[src/rtl/pad_frame_writer_pkg.sv]
// Shared types and geometry for the padded frame buffer writer.
// Optional feature macro: BORDER_CLEAR_EN (border rewrite before every frame).
package pad_frame_pkg;

   typedef enum logic [1:0] {
      ST_IDLE,
      ST_CLEAR,
      ST_LOAD,
      ST_DONE
   } state_e;

   typedef enum logic [1:0] {
      SEG_TOP,
      SEG_BOT,
      SEG_SIDE
   } seg_e;

   localparam int DEF_IMG_W    = 64;
   localparam int DEF_IMG_H    = 64;
   localparam int PAD_W        = DEF_IMG_W + 2;
   localparam int PAD_H        = DEF_IMG_H + 2;
   localparam int BORDER_CELLS = 2 * PAD_W + 2 * DEF_IMG_H;

   function automatic int border_cells(input int img_w, input int img_h);
      return 2 * (img_w + 2) + 2 * img_h;
   endfunction

endpackage

[src/rtl/pad_frame_writer_if.sv]
// Pixel stream, buffer write port and status of the padded frame writer.
// master = stream source / buffer owner, slave = the writer itself.
interface pad_frame_writer_if #(
   parameter int PIX_W = 8,
   parameter int IDX_W = 7
) ();

   logic             start;
   logic             s_valid;
   logic             s_ready;
   logic [PIX_W-1:0] s_pixel;
   logic             mem_we;
   logic [IDX_W-1:0] mem_row;
   logic [IDX_W-1:0] mem_col;
   logic [PIX_W-1:0] mem_wdata;
   logic             busy;
   logic             frame_done;

   modport master (
      output start, s_valid, s_pixel,
      input  s_ready, mem_we, mem_row, mem_col, mem_wdata, busy, frame_done
   );

   modport slave (
      input  start, s_valid, s_pixel,
      output s_ready, mem_we, mem_row, mem_col, mem_wdata, busy, frame_done
   );

endinterface

[src/rtl/pad_border_walker.sv]
// Walks the one-pixel border: row 0, last row, then (r,0)/(r,last col) pairs.
// Advances on step; last flags the final cell and the next step wraps to (0,0).
module pad_border_walker
   import pad_frame_pkg::*;
#(
   parameter int IMG_W = DEF_IMG_W,
   parameter int IMG_H = DEF_IMG_H,
   parameter int IDX_W = 7
) (
   input  logic             clk,
   input  logic             rst,
   input  logic             clr,
   input  logic             step,
   output logic [IDX_W-1:0] row,
   output logic [IDX_W-1:0] col,
   output logic             last
);

   localparam int NB    = border_cells(IMG_W, IMG_H);
   localparam int CNT_W = $clog2(NB);
   localparam logic [IDX_W-1:0] COL_END  = IDX_W'(IMG_W + 1);
   localparam logic [IDX_W-1:0] ROW_END  = IDX_W'(IMG_H + 1);
   localparam logic [CNT_W-1:0] CNT_LAST = CNT_W'(NB - 1);

   seg_e             seg_q, seg_d;
   logic [IDX_W-1:0] row_q, row_d;
   logic [IDX_W-1:0] col_q, col_d;
   logic [CNT_W-1:0] cnt_q, cnt_d;

   assign last = (cnt_q == CNT_LAST);
   assign row  = row_q;
   assign col  = col_q;

   always_comb begin
      seg_d = seg_q;
      row_d = row_q;
      col_d = col_q;
      cnt_d = cnt_q;
      if (clr || (step && last)) begin
         seg_d = SEG_TOP;
         row_d = '0;
         col_d = '0;
         cnt_d = '0;
      end else if (step) begin
         cnt_d = cnt_q + 1'b1;
         case (seg_q)
            SEG_TOP: begin
               if (col_q == COL_END) begin
                  seg_d = SEG_BOT;
                  row_d = ROW_END;
                  col_d = '0;
               end else begin
                  col_d = col_q + 1'b1;
               end
            end
            SEG_BOT: begin
               if (col_q == COL_END) begin
                  seg_d = SEG_SIDE;
                  row_d = IDX_W'(1);
                  col_d = '0;
               end else begin
                  col_d = col_q + 1'b1;
               end
            end
            SEG_SIDE: begin
               // Left edge then right edge of the same row before moving down.
               if (col_q == '0) begin
                  col_d = COL_END;
               end else begin
                  col_d = '0;
                  row_d = row_q + 1'b1;
               end
            end
            default: seg_d = SEG_TOP;
         endcase
      end
   end

   always_ff @(posedge clk or posedge rst) begin
      if (rst) begin
         seg_q <= SEG_TOP;
         row_q <= '0;
         col_q <= '0;
         cnt_q <= '0;
      end else begin
         seg_q <= seg_d;
         row_q <= row_d;
         col_q <= col_d;
         cnt_q <= cnt_d;
      end
   end

endmodule

[src/rtl/pad_frame_writer.sv]
// Loads a raster pixel stream into a zero-padded frame buffer, interior at (r+1,c+1).
// BORDER_CLEAR_EN adds a border-clear pass before each frame; writes are registered (1 cycle).
module pad_frame_writer
   import pad_frame_pkg::*;
#(
   parameter int IMG_W = DEF_IMG_W,
   parameter int IMG_H = DEF_IMG_H,
   parameter int PIX_W = 8,
   parameter int IDX_W = 7
) (
   input  logic              clk,
   input  logic              rst,
   pad_frame_writer_if.slave bus
);

   localparam logic [IDX_W-1:0] C_LAST = IDX_W'(IMG_W - 1);
   localparam logic [IDX_W-1:0] R_LAST = IDX_W'(IMG_H - 1);

   state_e           state_q, state_d;
   logic [IDX_W-1:0] r_q, r_d;
   logic [IDX_W-1:0] c_q, c_d;
   logic             mem_we_q, mem_we_d;
   logic [IDX_W-1:0] mem_row_q, mem_row_d;
   logic [IDX_W-1:0] mem_col_q, mem_col_d;
   logic [PIX_W-1:0] mem_wdata_q, mem_wdata_d;
   logic             frame_done_q, frame_done_d;

`ifdef BORDER_CLEAR_EN
   logic             brd_clr;
   logic             brd_step;
   logic             brd_last;
   logic [IDX_W-1:0] brd_row;
   logic [IDX_W-1:0] brd_col;
   // Set once the final border write has been issued; CLEAR then hands over to LOAD.
   logic             fin_q, fin_d;

   pad_border_walker #(
      .IMG_W (IMG_W),
      .IMG_H (IMG_H),
      .IDX_W (IDX_W)
   ) u_walker (
      .clk  (clk),
      .rst  (rst),
      .clr  (brd_clr),
      .step (brd_step),
      .row  (brd_row),
      .col  (brd_col),
      .last (brd_last)
   );
`endif

   always_comb begin
      state_d      = state_q;
      r_d          = r_q;
      c_d          = c_q;
      mem_we_d     = 1'b0;
      mem_row_d    = mem_row_q;
      mem_col_d    = mem_col_q;
      mem_wdata_d  = mem_wdata_q;
      frame_done_d = 1'b0;
`ifdef BORDER_CLEAR_EN
      brd_clr  = 1'b0;
      brd_step = 1'b0;
      fin_d    = fin_q;
`endif
      case (state_q)
         ST_IDLE: begin
`ifdef BORDER_CLEAR_EN
            brd_clr = !bus.start;
`endif
            if (bus.start) begin
               r_d = '0;
               c_d = '0;
`ifdef BORDER_CLEAR_EN
               // First border cell is issued on the start edge so the clear pass
               // fully precedes LOAD with no overlap.
               state_d     = ST_CLEAR;
               mem_we_d    = 1'b1;
               mem_row_d   = brd_row;
               mem_col_d   = brd_col;
               mem_wdata_d = '0;
               brd_step    = 1'b1;
               fin_d       = 1'b0;
`else
               state_d = ST_LOAD;
`endif
            end
         end
         ST_CLEAR: begin
`ifdef BORDER_CLEAR_EN
            if (fin_q) begin
               state_d = ST_LOAD;
               r_d     = '0;
               c_d     = '0;
            end else begin
               mem_we_d    = 1'b1;
               mem_row_d   = brd_row;
               mem_col_d   = brd_col;
               mem_wdata_d = '0;
               brd_step    = 1'b1;
               fin_d       = brd_last;
            end
`else
            state_d = ST_IDLE;
`endif
         end
         ST_LOAD: begin
            if (bus.s_valid) begin
               mem_we_d    = 1'b1;
               mem_row_d   = r_q + 1'b1;
               mem_col_d   = c_q + 1'b1;
               mem_wdata_d = bus.s_pixel;
               if (c_q == C_LAST) begin
                  c_d = '0;
                  if (r_q == R_LAST) begin
                     r_d          = '0;
                     state_d      = ST_DONE;
                     frame_done_d = 1'b1;
                  end else begin
                     r_d = r_q + 1'b1;
                  end
               end else begin
                  c_d = c_q + 1'b1;
               end
            end
         end
         ST_DONE: state_d = ST_IDLE;
         default: state_d = ST_IDLE;
      endcase
   end

   always_ff @(posedge clk or posedge rst) begin
      if (rst) begin
         state_q      <= ST_IDLE;
         r_q          <= '0;
         c_q          <= '0;
         mem_we_q     <= 1'b0;
         mem_row_q    <= '0;
         mem_col_q    <= '0;
         mem_wdata_q  <= '0;
         frame_done_q <= 1'b0;
`ifdef BORDER_CLEAR_EN
         fin_q        <= 1'b0;
`endif
      end else begin
         state_q      <= state_d;
         r_q          <= r_d;
         c_q          <= c_d;
         mem_we_q     <= mem_we_d;
         mem_row_q    <= mem_row_d;
         mem_col_q    <= mem_col_d;
         mem_wdata_q  <= mem_wdata_d;
         frame_done_q <= frame_done_d;
`ifdef BORDER_CLEAR_EN
         fin_q        <= fin_d;
`endif
      end
   end

   assign bus.s_ready    = (state_q == ST_LOAD);
   assign bus.busy       = (state_q != ST_IDLE);
   assign bus.mem_we     = mem_we_q;
   assign bus.mem_row    = mem_row_q;
   assign bus.mem_col    = mem_col_q;
   assign bus.mem_wdata  = mem_wdata_q;
   assign bus.frame_done = frame_done_q;

endmodule

[src/flat_wrapper.sv]
// flat-port wrapper written by rule: the top's interface ports become plain ports
module pad_frame_writer_flat import pad_frame_pkg::*;
#(
   parameter int IMG_W = DEF_IMG_W,
   parameter int IMG_H = DEF_IMG_H,
   parameter int PIX_W = 8,
   parameter int IDX_W = 7
)
  (clk, rst, bus_start, bus_s_valid, bus_s_pixel, bus_s_ready, bus_mem_we, bus_mem_row, bus_mem_col, bus_mem_wdata, bus_busy, bus_frame_done);
  pad_frame_writer_if #(.PIX_W(PIX_W), .IDX_W(IDX_W)) bus_i ();
  input  logic clk;
  input  logic rst;
  input wire logic [$bits(bus_i.start)-1:0] bus_start;
  input wire logic [$bits(bus_i.s_valid)-1:0] bus_s_valid;
  input wire logic [$bits(bus_i.s_pixel)-1:0] bus_s_pixel;
  output wire logic [$bits(bus_i.s_ready)-1:0] bus_s_ready;
  output wire logic [$bits(bus_i.mem_we)-1:0] bus_mem_we;
  output wire logic [$bits(bus_i.mem_row)-1:0] bus_mem_row;
  output wire logic [$bits(bus_i.mem_col)-1:0] bus_mem_col;
  output wire logic [$bits(bus_i.mem_wdata)-1:0] bus_mem_wdata;
  output wire logic [$bits(bus_i.busy)-1:0] bus_busy;
  output wire logic [$bits(bus_i.frame_done)-1:0] bus_frame_done;
  assign bus_i.start = bus_start;
  assign bus_i.s_valid = bus_s_valid;
  assign bus_i.s_pixel = bus_s_pixel;
  assign bus_s_ready = bus_i.s_ready;
  assign bus_mem_we = bus_i.mem_we;
  assign bus_mem_row = bus_i.mem_row;
  assign bus_mem_col = bus_i.mem_col;
  assign bus_mem_wdata = bus_i.mem_wdata;
  assign bus_busy = bus_i.busy;
  assign bus_frame_done = bus_i.frame_done;
  pad_frame_writer #(.IMG_W(IMG_W), .IMG_H(IMG_H), .PIX_W(PIX_W), .IDX_W(IDX_W)) u_core (.clk(clk), .rst(rst), .bus(bus_i));
endmodule
[config.mk]
export PLATFORM = sky130hd
export DESIGN_NAME = pad_frame_writer_flat
export DESIGN_NICKNAME = d
export VERILOG_FILES = /design/src/rtl/pad_frame_writer_pkg.sv /design/src/rtl/pad_frame_writer_if.sv /design/src/rtl/pad_border_walker.sv /design/src/rtl/pad_frame_writer.sv /design/src/flat_wrapper.sv
export SDC_FILE = /design/constraint.sdc
export NUM_CORES = 1
export LEC_CHECK = 0
export CAP_MARGIN = 20
export CELL_PAD_IN_SITES_DETAIL_PLACEMENT = 0
export CELL_PAD_IN_SITES_GLOBAL_PLACEMENT = 1
export CORE_MARGIN = 3
export CORE_UTILIZATION = 38
export CTS_CLUSTER_SIZE = 14
export DETAILED_ROUTE_END_ITERATION = 12
export HOLD_SLACK_MARGIN = 0.12
export PLACE_DENSITY = 0.83
export SYNTH_ARGS = -nofsm -noshare
export SYNTH_HDL_FRONTEND = slang
export SYNTH_SLANG_ARGS = --single-unit
[constraint.sdc]
create_clock -name clk -period 1.8 [get_ports clk]
set_clock_uncertainty 0.05 [all_clocks]
set_input_delay 0.18 -clock clk [delete_from_list [all_inputs] [get_ports clk]]
set_output_delay 0.18 -clock clk [all_outputs]
set_load 0.02 [all_outputs]
# Yosys cells after proc, flatten, opt, wreduce, memory -nomap -nowiden
# Index checks and enable logic that the tools add are counted.
# Widths: inputs -> output; s select.
totals:
  reg_bits: 40
  elab_cells: 46
  out_inout_bits: 26
  in_bits: 12
classes:
  addsub: 2
  n_eq_ne: 9
  muxes: 19
  reduce_logical: 8
op_table:
  columns: ["cell", "n"]
  rows:
  - ["$mux 7", 6]
  - ["$pmux 7 s2", 2]
  - ["$add 7x1->7 const B", 2]
  - ["$eq 7x6->1 const B", 2]
  - ["$mux 2", 4]
  - ["$reduce_and 4->1", 2]
  - ["$mux 1", 6]
  - ["$pmux 2 s3", 1]
  - ["$eq 2x2->1 const B", 2]
  - ["$ne 2x1->1 const B", 2]
  - ["$ne 2x2->1 const B", 2]
  - ["$reduce_bool 2->1", 2]
  - ["$reduce_and 3->1", 1]
  - ["$eq 2x1->1 const B", 1]
  - ["$logic_not 2->1", 1]
  - ["$reduce_and 2->1", 1]
  - ["$reduce_or 2->1", 1]

# Depth between registers and ports, before layout
logic_depth:
  word_depth: 5
  ltp_mapped: 6
  depth_no_buf: 5

# Least setup slack after synthesis
# No wires, ideal clock.
synth_path:
  kind: "register to register"
  start: "reg u_core.r_q[0]"
  end: "reg u_core.r_q[4]"
  path_slack_ps: 333
  path_stages_with_launch: 6
  path_buffers: 0
  period_less_slack_ps: 1467
  setup_ps: 121
  required_ps: 1629
  arrival_time_ps: 1296
  path_cell_list: "dfrtp_1 > ha_1 > and3_1 > nor3b_1 > o21ai_0 > a22o_1"
synth_via:
  elab_chain_cells: 5
  elab_cells_between_ends: 6
  cone_classes: "add/sub: 1; eq/ne: 1; mux: 4"
synth_rtl:
  columns: ["element", "line", "text"]
  rows:
  - ["start, declared", "pad_frame_writer.sv:20", "logic [IDX_W-1:0] r_q, r_d;"]
  - ["start signal, assigned", "pad_frame_writer.sv:147", "r_q <= r_d;"]
  - ["$add 7x1->7 or $eq 7x6->1 (tied branches)", "pad_frame_writer.sv:120, pad_frame_writer.sv:115", null]
  - ["$mux 7 (*)", "pad_frame_writer.sv:115", "if (r_q == R_LAST) begin"]
  - ["$mux 7 (*)", "pad_frame_writer.sv:113", "if (c_q == C_LAST) begin"]
  - ["$mux 7 (*)", "pad_frame_writer.sv:108", "if (bus.s_valid) begin"]
  - ["$pmux 7 s2 (*)", "pad_frame_writer.sv:66", "case (state_q)"]
# Mark *: on every way between the ends. The rest lies on a longest branch, timed or not. The select of a mux whose other input is x is not followed.
# A chain may end at the register's enable or synchronous reset.

# Final worst setup path
# Same ends and word-level chain as after synthesis.

==> metrics <==
Die H=74.1 µm; wirelength, routed=3710 µm; Synth Area in Adders=0.0142; Mapped Avg Cell Area=9.53 µm²; mux contribution to synthesized area=0.0114; commonest non-fill, non-tap cell in the layout=nand2_1; main area contributors after synthesis=dfrtp_1, nand2_1, o21ai_0; min Tclk post-route=1.64 ns; register area share after synthesis=0.568; R2R cell count=5; die area=0.00549 mm²; RSZ-0062 raised after global routing=false; Critical Path Source=u_core.r_q[0]$_DFFE_PP0P_; number of enable flip-flop cells after synthesis=0; pwr/cell area=879 mW/mm²; Area Overhead vs Synth=32.9%; Synth Register Bits=40; hold violation count in the final report=0; clk sinks=40; setup TNS=0 ns; simple-gate share of the synthesized area=0.215; fmax=611 MHz; DR iter-0 viols=95; fin crit share=0.909; Worst Path Max Fanout=4; Die Span X=roughly 74 µm; max_slew headroom=0.664; largest net degree at the start of global routing=41; predominant post-synthesis flop cell=dfrtp_1; vias in the first global route=1,358; via count=around 1,500; DP Area=0.00225 mm²; Port-buffer cells=37; Hold Path Class=input pin to asynchronous set/reset pin; IO Pins=38; Synth Area in XOR/XNOR=0.0397; most frequent cells in the layout=nand2_1, dfrtp_1, clkdlybuf4s50_1; Yosys cell types=35; Root Buffer=clkbuf_8; first-pass GRT wire length=6100 µm; fin area=0.00234 mm²; DRC Markers=0; total power=2.06 mW; status=complete, no violations; startpoint types=register; Initial Util=0.399; Worst path max stage delay=0.40 ns; # rows=24; critical path class=register to register; Cell Area, Synth=0.00176 mm²; DRT Pass-1 Iters=4; Net count, final=247; Leak Pwr=around 1.1 nW; Peak VDD IR=0.394 mV; clk buf depth=2; DP Wirelength=about 2700 µm; origin of the critical flop-to-flop path=u_core.r_q[0]$_DFFE_PP0P_; final slew viol count=0; overflow left after global routing=0; max cap viols=0; Synth area leader=dfrtp_1; CTS H-Tree Depth=2; share of the synthesized area in the top cell type=0.568; vias per inst=5.12; gpl congestion=0.780; Tot GR Track Use=0.149; CTS buffer count=5; diode count=0; worst path arrival time=1.77 ns; Syn Inst Count=185; Core ar.=roughly 0.0044 mm²; Yosys warning count=0; initial antenna violation count=0; CTS tree=done; WP data required=1.94 ns; worst slew pin tran=0.504 ns; ANT nets after route=0; clk_lat worst skew=0.29 ns; CP Cell Sequence=ha_1 > and3_1 > nor3b_1 > o21ai_0 > a22o_1; drt wl/cell=between 10 and 15 µm; Compound-Gate Fraction of Synth Area=0.121; Final setup viols=0; Net Count, Synth=199; Critical Path End Type=register; share of post-route cells with drive strength above 1=0.0940; Reg clk slew, reported paths=0.07 ns; Async S/R FF share, synth=1.00; Slowest-stage cell, CP=dfrtp_1; combinational family with the most area after synthesis=simple AND/OR/NAND/NOR gates
cells in the mapped netlist, drive strengths merged (2+ instances only):
cell type	instances
a32o	2
xnor2	6
nor3	3
nor2	12
xor2	2
nand3	5
inv	4
nand3b	2
o21ai	18
ha	2
or2	2
nand2	51
dfrtp	40
mux2i	2
buf	7
o31ai	2
nand2b	3
a31oi	3
a21oi	4
flip-flops by register name, indices dropped and copies added, names as in the netlist:
| signal | cells |
|---|---|
| u_core.bus.mem_wdata | 8 |
| u_core.bus.mem_col | 7 |
| u_core.bus.mem_row | 7 |
| u_core.c_q | 7 |
| u_core.r_q | 7 |
| u_core.state_q | 2 |
| u_core.bus.frame_done | 1 |
| u_core.bus.mem_we | 1 |
cell type report:
cell class                      instances  area [µm²]
Sequential cell                        40        1000
Clock buffer                            6        82.6
Timing Repair Buffer                   49         458
Clock inverter                          2        10.0
Multi-Input combinational cell        133         711
Fill cell                             408        2070
Inverter                                4        15.0
Tap cell                               52        65.1
what timing repair did:
action                                  4_1_cts  5_1_grt
gates resized for setup                       2        1
buffers inserted                              0        0
endpoints found under the setup margin        2        1
hold buffers                                  0        0
pin swaps                                     0        0
critical path, delay by kind of cell (launching register included):
| kind | cells | cell delay (ns) |
|---|---|---|
| fa+ha+maj | 1 | 0.18 |
| flops | 1 | 0.40 |
| simple gates | 2 | 0.59 |
| compound gates | 2 | 0.30 |
per-layer routing:
metal / share of wire / up-vias / wire, µm / track usage
li1: - / 720 / - / -
met1: 0.47 / 697 / 1750 / 0.190
met2: 0.45 / 41 / 1690 / 0.234
met3: 0.057 / 7 / 213 / 0.0527
met4: 0.016 / 0 / 61 / 0.0563
met5: 0 / - / 0 / 0
logic make-up (layout without fill, tap and decap cells):
| kind of cell | Yosys count | in the layout |
|---|---|---|
| buffers and inverters | 12 | 61 |
| xor gates and xnor gates | 8 | 8 |
| DFF | 40 | 40 |
| adders and majority gates | 2 | 2 |
| muxes | 2 | 2 |
| and+or+nand+nor | 86 | 86 |
| AOI/OAI and AO/OA | 35 | 35 |
per-stage QoR:
stage | hold WS (ns) | utilization | setup WS [ns] | instances
2_1_floorplan | 0.235 | - | 0.333 | 185
3_3_place_gp | 0.407 | 0.510 | 0.152 | 278
3_5_place_dp | 0.412 | 0.510 | 0.0964 | 278
4_1_cts | 0.274 | 0.530 | 0.151 | 286
5_1_grt | 0.316 | 0.531 | 0.0733 | 286
6_report | 0.265 | 0.531 | 0.165 | 286
where the power goes:
part           total [mW]  switching, mW  internal [mW]
clock               0.606          0.301          0.305
combinational       0.403          0.204          0.199
sequential           1.05         0.0662          0.984
total                2.06          0.571           1.49
final timing paths:
kind / to / slack [ns]
min reg2reg: u_core.bus.mem_wdata[5]$_DFFE_PP0P_ / 0.42
min: u_core.bus.mem_we$_DFF_PP0_ / 0.27
min in group clk: u_core.bus.mem_wdata[1]$_DFFE_PP0P_ / 0.36
max in group asynchronous: u_core.bus.mem_col[6]$_DFFE_PP0P_ / 1.09
max: u_core.r_q[4]$_DFFE_PP0P_ / 0.16
max reg2reg: u_core.r_q[4]$_DFFE_PP0P_ / 0.16
No activity file was read; power rests on OpenSTA's default activity.
